## config.mk

```make
export PLATFORM = sky130hd
export DESIGN_NAME = mem_test_sequencer_flat
export DESIGN_NICKNAME = d
export VERILOG_FILES = /design/src/rtl/mem_test_sequencer_if.sv /design/src/rtl/mem_test_sequencer.sv /design/src/flat_wrapper.sv
export SDC_FILE = /design/constraint.sdc
export NUM_CORES = 1
export LEC_CHECK = 0
export ABC_AREA = 1
export CORE_UTILIZATION = 40
export CTS_CLUSTER_DIAMETER = 100
export CTS_CLUSTER_SIZE = 14
export DETAILED_ROUTE_END_ITERATION = 6
export GPL_TIMING_DRIVEN = 0
export PLACE_DENSITY = 0.92
export SYNTH_ARGS = -nofsm -noshare
export SYNTH_HDL_FRONTEND = slang
export SYNTH_SLANG_ARGS = --single-unit
```

## constraint.sdc

```tcl
create_clock -name clk -period 3.4 [get_ports clk]
set_input_delay 1.02 -clock clk [delete_from_list [all_inputs] [get_ports clk]]
set_output_delay 1.02 -clock clk [all_outputs]
set_load 0.005 [all_outputs]
```

## src/rtl/mem_test_sequencer_if.sv

```systemverilog
// rtl/mem_test_sequencer_if.sv - single-port synchronous memory bus between sequencer and RAM
interface mem_test_sequencer_if #(
  parameter int ADDR_W = 16,
  parameter int DATA_W = 16
);
  logic [ADDR_W-1:0] addr;
  logic              we;
  logic [DATA_W-1:0] data_out;
  logic [DATA_W-1:0] data_in;

  // Sequencer side: drives address, strobe and write data, receives read data.
  modport master (
    output addr,
    output we,
    output data_out,
    input  data_in
  );

  // Memory side.
  modport slave (
    input  addr,
    input  we,
    input  data_out,
    output data_in
  );
endinterface

```

## src/rtl/mem_test_sequencer.sv

```systemverilog
// rtl/mem_test_sequencer.sv - write-then-verify memory test sequencer; optional step_btn debounce under DEBOUNCE_EN
module mem_test_sequencer #(
  parameter int ADDR_W          = 16,
  parameter int DATA_W          = 16,
  parameter int NUM_WORDS       = 3,
  parameter int ADDR_STRIDE     = 16,
  parameter int BASE_ADDR       = 0,
  parameter int DEBOUNCE_CYCLES = 50000
) (
  input  logic                    clk,
  input  logic                    reset,
  input  logic                    step_btn_i,
  input  logic                    auto_mode_i,
  input  logic                    start_i,
  mem_test_sequencer_if.master    mem,
  output logic [2:0]              state_o,
  output logic                    busy_o,
  output logic                    pass_o,
  output logic                    fail_o,
  output logic [ADDR_W-1:0]       fail_addr_o
);

  localparam int IDX_W = (NUM_WORDS > 1) ? $clog2(NUM_WORDS) : 1;
  localparam logic [IDX_W-1:0] LAST_IDX = IDX_W'(NUM_WORDS - 1);

  typedef enum logic [2:0] {
    S_IDLE     = 3'd0,
    S_W_SETUP  = 3'd1,
    S_W_STROBE = 3'd2,
    S_R_SETUP  = 3'd3,
    S_R_WAIT   = 3'd4,
    S_CHECK    = 3'd5,
    S_PASS     = 3'd6,
    S_FAIL     = 3'd7
  } state_t;

  state_t            state_q, state_d;
  logic [IDX_W-1:0]  idx_q, idx_d, idx_next;
  logic [ADDR_W-1:0] addr_q, addr_d;
  logic [ADDR_W-1:0] fail_addr_q, fail_addr_d;
  logic [DATA_W-1:0] data_q, data_d;
  logic              we_q, we_d;

  logic sync1_q, sync2_q;
  logic btn_level;
  logic level_prev_q;
  logic step_pulse;
  logic adv;

  // Address of pattern word i, wrapping modulo 2^ADDR_W.
  function automatic logic [ADDR_W-1:0] pattern_addr(input logic [IDX_W-1:0] i);
    return ADDR_W'(BASE_ADDR) + ADDR_W'(i) * ADDR_W'(ADDR_STRIDE);
  endfunction

  // Data of pattern word i is i+1, wrapping modulo 2^DATA_W.
  function automatic logic [DATA_W-1:0] pattern_data(input logic [IDX_W-1:0] i);
    return DATA_W'(i) + DATA_W'(1);
  endfunction

  // Two-flop synchronizer for the asynchronous pushbutton.
  always_ff @(posedge clk or posedge reset) begin
    if (reset) begin
      sync1_q <= 1'b0;
      sync2_q <= 1'b0;
    end else begin
      sync1_q <= step_btn_i;
      sync2_q <= sync1_q;
    end
  end

`ifdef DEBOUNCE_EN
  localparam int DB_W = (DEBOUNCE_CYCLES > 1) ? $clog2(DEBOUNCE_CYCLES + 1) : 1;

  logic [DB_W-1:0] db_cnt_q;
  logic            db_level_q;

  // Accept a new button level only after it has held for DEBOUNCE_CYCLES clocks.
  always_ff @(posedge clk or posedge reset) begin
    if (reset) begin
      db_cnt_q   <= '0;
      db_level_q <= 1'b0;
    end else if (sync2_q == db_level_q) begin
      db_cnt_q <= '0;
    end else if (db_cnt_q == DB_W'(DEBOUNCE_CYCLES - 1)) begin
      db_level_q <= sync2_q;
      db_cnt_q   <= '0;
    end else begin
      db_cnt_q <= db_cnt_q + DB_W'(1);
    end
  end

  assign btn_level = db_level_q;
`else
  assign btn_level = sync2_q;
`endif

  // Previous button level for rising-edge detection; a held button gives one pulse.
  always_ff @(posedge clk or posedge reset) begin
    if (reset) begin
      level_prev_q <= 1'b0;
    end else begin
      level_prev_q <= btn_level;
    end
  end

  assign step_pulse = btn_level & ~level_prev_q;
  assign adv        = auto_mode_i | step_pulse;
  assign idx_next   = idx_q + IDX_W'(1);

  // State and registered memory-side outputs.
  always_ff @(posedge clk or posedge reset) begin
    if (reset) begin
      state_q     <= S_IDLE;
      idx_q       <= '0;
      addr_q      <= '0;
      data_q      <= '0;
      we_q        <= 1'b0;
      fail_addr_q <= '0;
    end else begin
      state_q     <= state_d;
      idx_q       <= idx_d;
      addr_q      <= addr_d;
      data_q      <= data_d;
      we_q        <= we_d;
      fail_addr_q <= fail_addr_d;
    end
  end

  // Next-state logic; addr/data are loaded on entry to each setup state so
  // the memory sees them at least one cycle before the strobe rises.
  always_comb begin
    state_d     = state_q;
    idx_d       = idx_q;
    addr_d      = addr_q;
    data_d      = data_q;
    we_d        = 1'b0;
    fail_addr_d = fail_addr_q;

    case (state_q)
      S_IDLE, S_PASS, S_FAIL: begin
        if (start_i) begin
          state_d     = S_W_SETUP;
          idx_d       = '0;
          fail_addr_d = '0;
          addr_d      = pattern_addr('0);
          data_d      = pattern_data('0);
        end
      end

      S_W_SETUP: begin
        if (adv) begin
          state_d = S_W_STROBE;
          we_d    = 1'b1;
        end
      end

      // First cycle here has we high; the second cycle drops it and moves on.
      S_W_STROBE: begin
        if (!we_q) begin
          if (idx_q == LAST_IDX) begin
            idx_d   = '0;
            addr_d  = pattern_addr('0);
            state_d = S_R_SETUP;
          end else begin
            idx_d   = idx_next;
            addr_d  = pattern_addr(idx_next);
            data_d  = pattern_data(idx_next);
            state_d = S_W_SETUP;
          end
        end
      end

      S_R_SETUP: begin
        if (adv) begin
          state_d = S_R_WAIT;
        end
      end

      S_R_WAIT: begin
        state_d = S_CHECK;
      end

      S_CHECK: begin
        if (mem.data_in != pattern_data(idx_q)) begin
          fail_addr_d = addr_q;
          state_d     = S_FAIL;
        end else if (idx_q == LAST_IDX) begin
          state_d = S_PASS;
        end else begin
          idx_d   = idx_next;
          addr_d  = pattern_addr(idx_next);
          state_d = S_R_SETUP;
        end
      end

      default: begin
        state_d = S_IDLE;
      end
    endcase
  end

  assign mem.addr     = addr_q;
  assign mem.we       = we_q;
  assign mem.data_out = data_q;

  assign state_o     = state_q;
  assign busy_o      = !(state_q inside {S_IDLE, S_PASS, S_FAIL});
  assign pass_o      = (state_q == S_PASS);
  assign fail_o      = (state_q == S_FAIL);
  assign fail_addr_o = fail_addr_q;

endmodule

```

## src/flat_wrapper.sv

```systemverilog
// flat-port wrapper written by rule: the top's interface ports become plain ports
module mem_test_sequencer_flat 
#(
  parameter int ADDR_W          = 16,
  parameter int DATA_W          = 16,
  parameter int NUM_WORDS       = 3,
  parameter int ADDR_STRIDE     = 16,
  parameter int BASE_ADDR       = 0,
  parameter int DEBOUNCE_CYCLES = 50000
)
  (clk, reset, step_btn_i, auto_mode_i, start_i, state_o, busy_o, pass_o, fail_o, fail_addr_o, mem_addr, mem_we, mem_data_out, mem_data_in);
  mem_test_sequencer_if #(.ADDR_W(ADDR_W), .DATA_W(DATA_W)) mem_i ();
  input  logic clk;
  input  logic reset;
  input  logic step_btn_i;
  input  logic auto_mode_i;
  input  logic start_i;
  output logic [2:0] state_o;
  output logic busy_o;
  output logic pass_o;
  output logic fail_o;
  output logic [ADDR_W-1:0] fail_addr_o;
  output wire logic [$bits(mem_i.addr)-1:0] mem_addr;
  output wire logic [$bits(mem_i.we)-1:0] mem_we;
  output wire logic [$bits(mem_i.data_out)-1:0] mem_data_out;
  input wire logic [$bits(mem_i.data_in)-1:0] mem_data_in;
  assign mem_addr = mem_i.addr;
  assign mem_we = mem_i.we;
  assign mem_data_out = mem_i.data_out;
  assign mem_i.data_in = mem_data_in;
  mem_test_sequencer #(.ADDR_W(ADDR_W), .DATA_W(DATA_W), .NUM_WORDS(NUM_WORDS), .ADDR_STRIDE(ADDR_STRIDE), .BASE_ADDR(BASE_ADDR), .DEBOUNCE_CYCLES(DEBOUNCE_CYCLES)) u_core (.clk(clk), .reset(reset), .step_btn_i(step_btn_i), .auto_mode_i(auto_mode_i), .start_i(start_i), .mem(mem_i), .state_o(state_o), .busy_o(busy_o), .pass_o(pass_o), .fail_o(fail_o), .fail_addr_o(fail_addr_o));
endmodule
```

-- After elaboration in Yosys (flattened, before gate mapping)
Index checks and enable logic that the tools add are counted.
- register bits after elaboration: 57
- output and inout bits: 55
- logic and storage cells: 71
- add/sub/neg operators: 3
- equal/unequal tests: 17
- mux-type cells: 28
- bitwise logic cells: 3
- reductions and logical operators: 11
- operators with widths (operator ; number):
    $mux 16 ; 8
    $pmux 16 s2 ; 2
    $pmux 16 s3 ; 1
    $mux 3 ; 6
    $pmux 3 s6 ; 1
    $ne 16x16->1 ; 1
    $eq 3x3->1 const B ; 4
    $mux 2 ; 6
    $ne 2x2->1 const B ; 5
    $reduce_and 4->1 ; 2
    $add 2x1->3 const B ; 2
    $eq 3x2->1 const B ; 2
    $mux 6 ; 1
    $ne 2x1->1 const B ; 3
    $pmux 2 s3 ; 1
    $reduce_bool 3->1 ; 2
    $reduce_and 5->1 ; 1
    $reduce_bool 2->1 ; 2
    $eq 3x1->1 const B ; 1
    $logic_not 3->1 ; 1
    $reduce_and 3->1 ; 1
    $reduce_or 3->1 ; 1
    $add 2x1->2 const B ; 1
    $eq 2x2->1 const B ; 1
    5 further kinds ; 6

-- Logic depth before layout (Yosys ltp)
- depth after elaboration: 5
- depth in mapped cells: 13
- mapped depth without buffers: 13

-- Least setup slack after synthesis
OpenSTA, ideal clock, no wires.
- kind: in2reg
- start point: in mem_data_in[6]
- end point: reg u_core.addr_q[4], in the netlist u_core.mem.addr[4]
- arrival: 1.751 ns
- path slack: 1.532 ns
- cell stages on the path: 10
- cell sequence: nor2_1 > nand2_1 > nor2_1 > nand2_1 > nor2_1 > nand2_1 > nand2_1 > nand2_1 > nand2_1 > nand2_1
- cells in the longest elaborated chain, start to end: 3
- ends and longest elaborated chain (item ; RTL line ; RTL):
    start, declared ; flat_wrapper.sv:26 ; input wire logic [$bits(mem_i.data_in)-1:0] mem_data_in;
    $ne 16x16->1 ; mem_test_sequencer.sv:184 ; if (mem.data_in != pattern_data(idx_q)) begin
    $ne 2x2->1 (no source line) ; -- ;
    $reduce_and 5->1 (no source line) ; -- ;
    end signal, assigned ; mem_test_sequencer.sv:122 ; addr_q <= addr_d;
    end, declared ; mem_test_sequencer.sv:39 ; logic [ADDR_W-1:0] addr_q, addr_d;
No other way between the ends.
A chain may end at the register's enable or synchronous reset.

-- Worst setup path after layout
- start point: reg u_core.state_q[0], in the netlist u_core.state_o[0]
- end point: out fail_o
- cells in the longest elaborated chain, start to end: 1
- ends and longest elaborated chain (item ; RTL line ; RTL):
    start, declared ; mem_test_sequencer.sv:37 ; state_t state_q, state_d;
    start signal, assigned ; mem_test_sequencer.sv:120 ; state_q <= state_d;
    $eq 3x3->1 ; mem_test_sequencer.sv:209 ; assign fail_o = (state_q == S_FAIL);
    end, declared ; flat_wrapper.sv:21 ; output logic fail_o;
No other way between the ends.

==> out/results.txt <==
Traced cell by cell, the critical path runs through inv_1, nor3_1, clkdlybuf4s50_1. The critical register-to-register path startpoint is u_core.mem.addr[4]. The synthesized flop and latch total is 14, and the CTS sink count is 14. The setup-violating endpoint count in the final report came out at 0. Per report_power, the clock group accounts for 9.8% of the total.

In this run the power spent charging and discharging nets is 0.446 mW. The die width is 57.6 µm, and the number of instances in the synthesized netlist is 179. Of all nets on the critical path, the largest fanout is 7. The total track usage is 15.7%. The root buffer selected by CTS is sky130_fd_sc_hd__clkbuf_4. The antenna diode count was 0; the fraction of synthesized cell area taken by the top area cell type was 28.4%. The worst IR drop on VDD was 0.425 mV; the count of unresolved DRC violations after routing was 2. In this run the count of I/O pins placed on the die edge is 76. The core region is 2830 µm².

The average wire length per cell after detail routing was 8.74 µm. For the pin with the worst max-slew slack, the measured transition is 0.536 ns. The post-cts resize count was 0.

In this run the vertical extent of the chip is 57.6 µm. After clock tree synthesis, the flow added hold-fix buffers numbering 0. The flow ran to the end, but the final reports show violations. Across the run, the number of max-cap violations was 0.

The sum of buffers and inverters on the critical path works out to 2. Setup repair after global routing left no endpoint under its margin. Excluding fillers, the count of instances in the completed layout stands at 287. Type of the worst min-delay path: flop to flop. The slowest stage of the critical path belongs to the cell sky130_fd_sc_hd__clkdlybuf4s50_1. The standby leakage power is 1.01 nW.

The tools report the data required time of the critical path as 2.38 ns. For this configuration, the core starts out at a cell density of 43.7%. The post-CTS clock slew at the launch and capture registers of the worst setup and hold paths came out at 0.09 ns. In the final timing run, aggregate negative setup slack is 0 ns. The congestion estimate from routability-driven global placement came to 0.899. TritonCTS built the clock tree. The global-route wire length before repair came out at 4100 µm. By startpoint and endpoint, the worst setup path is classified as flop to output pin. The checks that failed: DRC. The number of buffers on the longest clock path is 2, and the combined area of all synthesized cells is 1230 µm². STA classifies the critical path startpoint as a flop.

The portion of the post-synthesis area used by sequential elements is 28.4%. In this run the remaining antenna-violating nets after routing total 0. The tools report the startpoint of the most critical setup path as u_core.state_o[0]. The number of different library cells in the post-synthesis netlist is 18, and the share of cells above drive strength 1 is 22.3%.

The number of setup buffers added after CTS is 0. The number of global-route vias before repair was 963. Number of slew-limit violations in the final report: 0.

In the finished design, the share of the clock period the worst path needs comes to 79.0%. The tools report the proportion of power drawn by combinational gates as 61.0%. The count of buffers from port buffering is 34. Summed over all layers, the global routing overflow is 0. Between clock sinks in the finished design, the worst skew comes to 0.00532 ns. The final count of hold timing violations was 0.

In this run switching power makes up 45.3% of total power. The average instance area after synthesis is 6.90 µm², and the internal power contribution is 0.539 mW. Dividing the detail-routed via count by the number of cells gives 4.04. Post-placement cell count: 284.

The gate family responsible for the most delay along the worst path is buffers and inverters. Measured on the finished design, the core utilization comes to 63.2%. The pin count of the biggest net entering global routing came out at 15. The initial antenna violation count was 0; the cell row count was 19.

The number of clock buffers inserted by TritonCTS was 3; the number of warnings reported in the yosys synthesis log was 0. The deepest level of the CTS H-tree was 1. Data on the critical path arrives at its endpoint at 1.67 ns. In this run the most critical hold path is launched from u_core.sync1_q.

The share of total power dissipated in sequential elements is 29.2%. In the final design database the tool counted 284 nets. The run gives 64.2% as the tightest slew margin relative to the limit. Counting I/O delays and the setup requirement, the final critical path takes 2.69 ns. The final hold slack is 0.356 ns. Total via count in the routed design: 1,159. The highest cell delay on the worst timing path came out at 0.52 ns.

Sorting the synthesized cells by area gives the leading types as sky130_fd_sc_hd__dfrtp_1 (28%), sky130_fd_sc_hd__buf_4 (25%), sky130_fd_sc_hd__nand2_1 (13%), sky130_fd_sc_hd__inv_1 (7.3%), sky130_fd_sc_hd__ha_1 (5.1%). The HPWL after detailed placement was 2160 µm. The die covers 3310 µm². The clock latency at the later pin of the worst-skew pair was 0.29 ns; the violation count after the first detailed-routing iteration was 26. Total power for the finished layout comes to 0.985 mW.

Derived from the worst setup path, the maximum achievable clock frequency is 0.372 GHz. Compared with the post-synthesis result, the final layout area differs by 44.7%. Dividing total power by cell area gives a power density of 551 nW/µm².

The biggest area contributor in the post-synthesis netlist is sky130_fd_sc_hd__dfrtp_1. The first detailed-routing pass took 6 iterations. The worst setup path is captured at an output pin. The routed design has 2510 µm of wire.
## power by group through the flow
stage | sequential (mW) | combinational, mW | clock (mW)
2_1_floorplan | 0.282 | 0.375 | 0
3_3_place_gp | 0.287 | 0.573 | 0
3_5_place_dp | 0.291 | 0.598 | 0
4_1_cts | 0.288 | 0.601 | 0.0962
5_1_grt | 0.297 | 0.680 | 0.104
6_report | 0.287 | 0.601 | 0.0964
## cell usage after synthesis (all sizes together)
cell,number
ha,5
nor3,4
conb,1
nand3,9
o21ai,11
dfrtp,14
buf,41
nand2,47
inv,28
a21oi,2
nor2,17
## registers in the layout, indices dropped and copies added, names as in the netlist
name                 flops
u_core.mem.data_out      3
u_core.sync1_q           1
u_core.mem.addr          2
u_core.mem.we            1
u_core.level_prev_q      1
u_core.fail_addr_o       2
u_core.state_o           3
u_core.btn_level         1
## worst paths after layout
| path | endpoint | slack, ns | depth (start not counted) |
|---|---|---|---|
| setup / recovery | fail_o | 0.71 | 3 |
| hold / removal | u_core.btn_level | 0.36 | 0 |
| setup reg to reg | u_core.mem.addr[5] | 1.31 | 13 |
| hold reg to reg | u_core.btn_level | 0.36 | 0 |
| max in group asynchronous | u_core.mem.we | 1.98 | 2 |
| min in group asynchronous | u_core.mem.data_out[2] | 1.06 | 2 |
## per-layer routing
layer | vias to the layer above | track usage [%] | wire (µm)
met5 | - | 0 | 0
met2 | 47 | 31.1 | 1370
met3 | 3 | 0.680 | 175
li1 | 614 | - | -
met1 | 495 | 17.7 | 934
met4 | 0 | 5.23 | 27
## stage by stage
stage	area (µm²)	worst slack [ns]
floorplan	1390	1.53
global placement	1760	0.953
detailed placement	1760	0.917
CTS	1790	0.705
global route	1790	0.644
finish	1790	0.714
## logic make-up (layout without fill, tap and decap cells)
group,Yosys count,in the layout,synth area share (%)
DFF,14,14,28.4
AOI/OAI and AO/OA,13,13,5.57
other,1,41,0.304
adders and majority gates,5,5,5.07
and+or+nand+nor,77,77,27.3
buffers and inverters,69,106,33.4
## layout by cell type, fill, tap and decap left out
master                            synthesis  final
sky130_fd_sc_hd__clkbuf_4                 0      3
sky130_fd_sc_hd__a21oi_1                  1      1
sky130_fd_sc_hd__nand3_1                  8      8
sky130_fd_sc_hd__clkdlybuf4s50_1          0     34
sky130_fd_sc_hd__nor3_1                   3      3
sky130_fd_sc_hd__conb_1                   1     41
sky130_fd_sc_hd__buf_4                   41     41
sky130_fd_sc_hd__nor3_4                   1      1
sky130_fd_sc_hd__ha_1                     5      5
sky130_fd_sc_hd__o21ai_0                  4      4
sky130_fd_sc_hd__nand2_2                  4      4
sky130_fd_sc_hd__nor2_1                  15     15
sky130_fd_sc_hd__inv_2                    4      4
sky130_fd_sc_hd__inv_1                   24     24
sky130_fd_sc_hd__o21ai_1                  7      7
sky130_fd_sc_hd__nand3_2                  1      1
sky130_fd_sc_hd__nor2_2                   2      2
sky130_fd_sc_hd__nand2_1                 43     43
sky130_fd_sc_hd__dfrtp_1                 14     14
sky130_fd_sc_hd__a21oi_2                  1      1
## area by class of cell
cell class,count,area [µm²]
buffer,41,308
clock buffer,3,22.5
fill,262,1040
inverter,28,105
multi-input combinational,136,622
sequential,14,350
tap,31,38.8
timing repair buffer,34,340
Power figures use the tool's default switching activity.
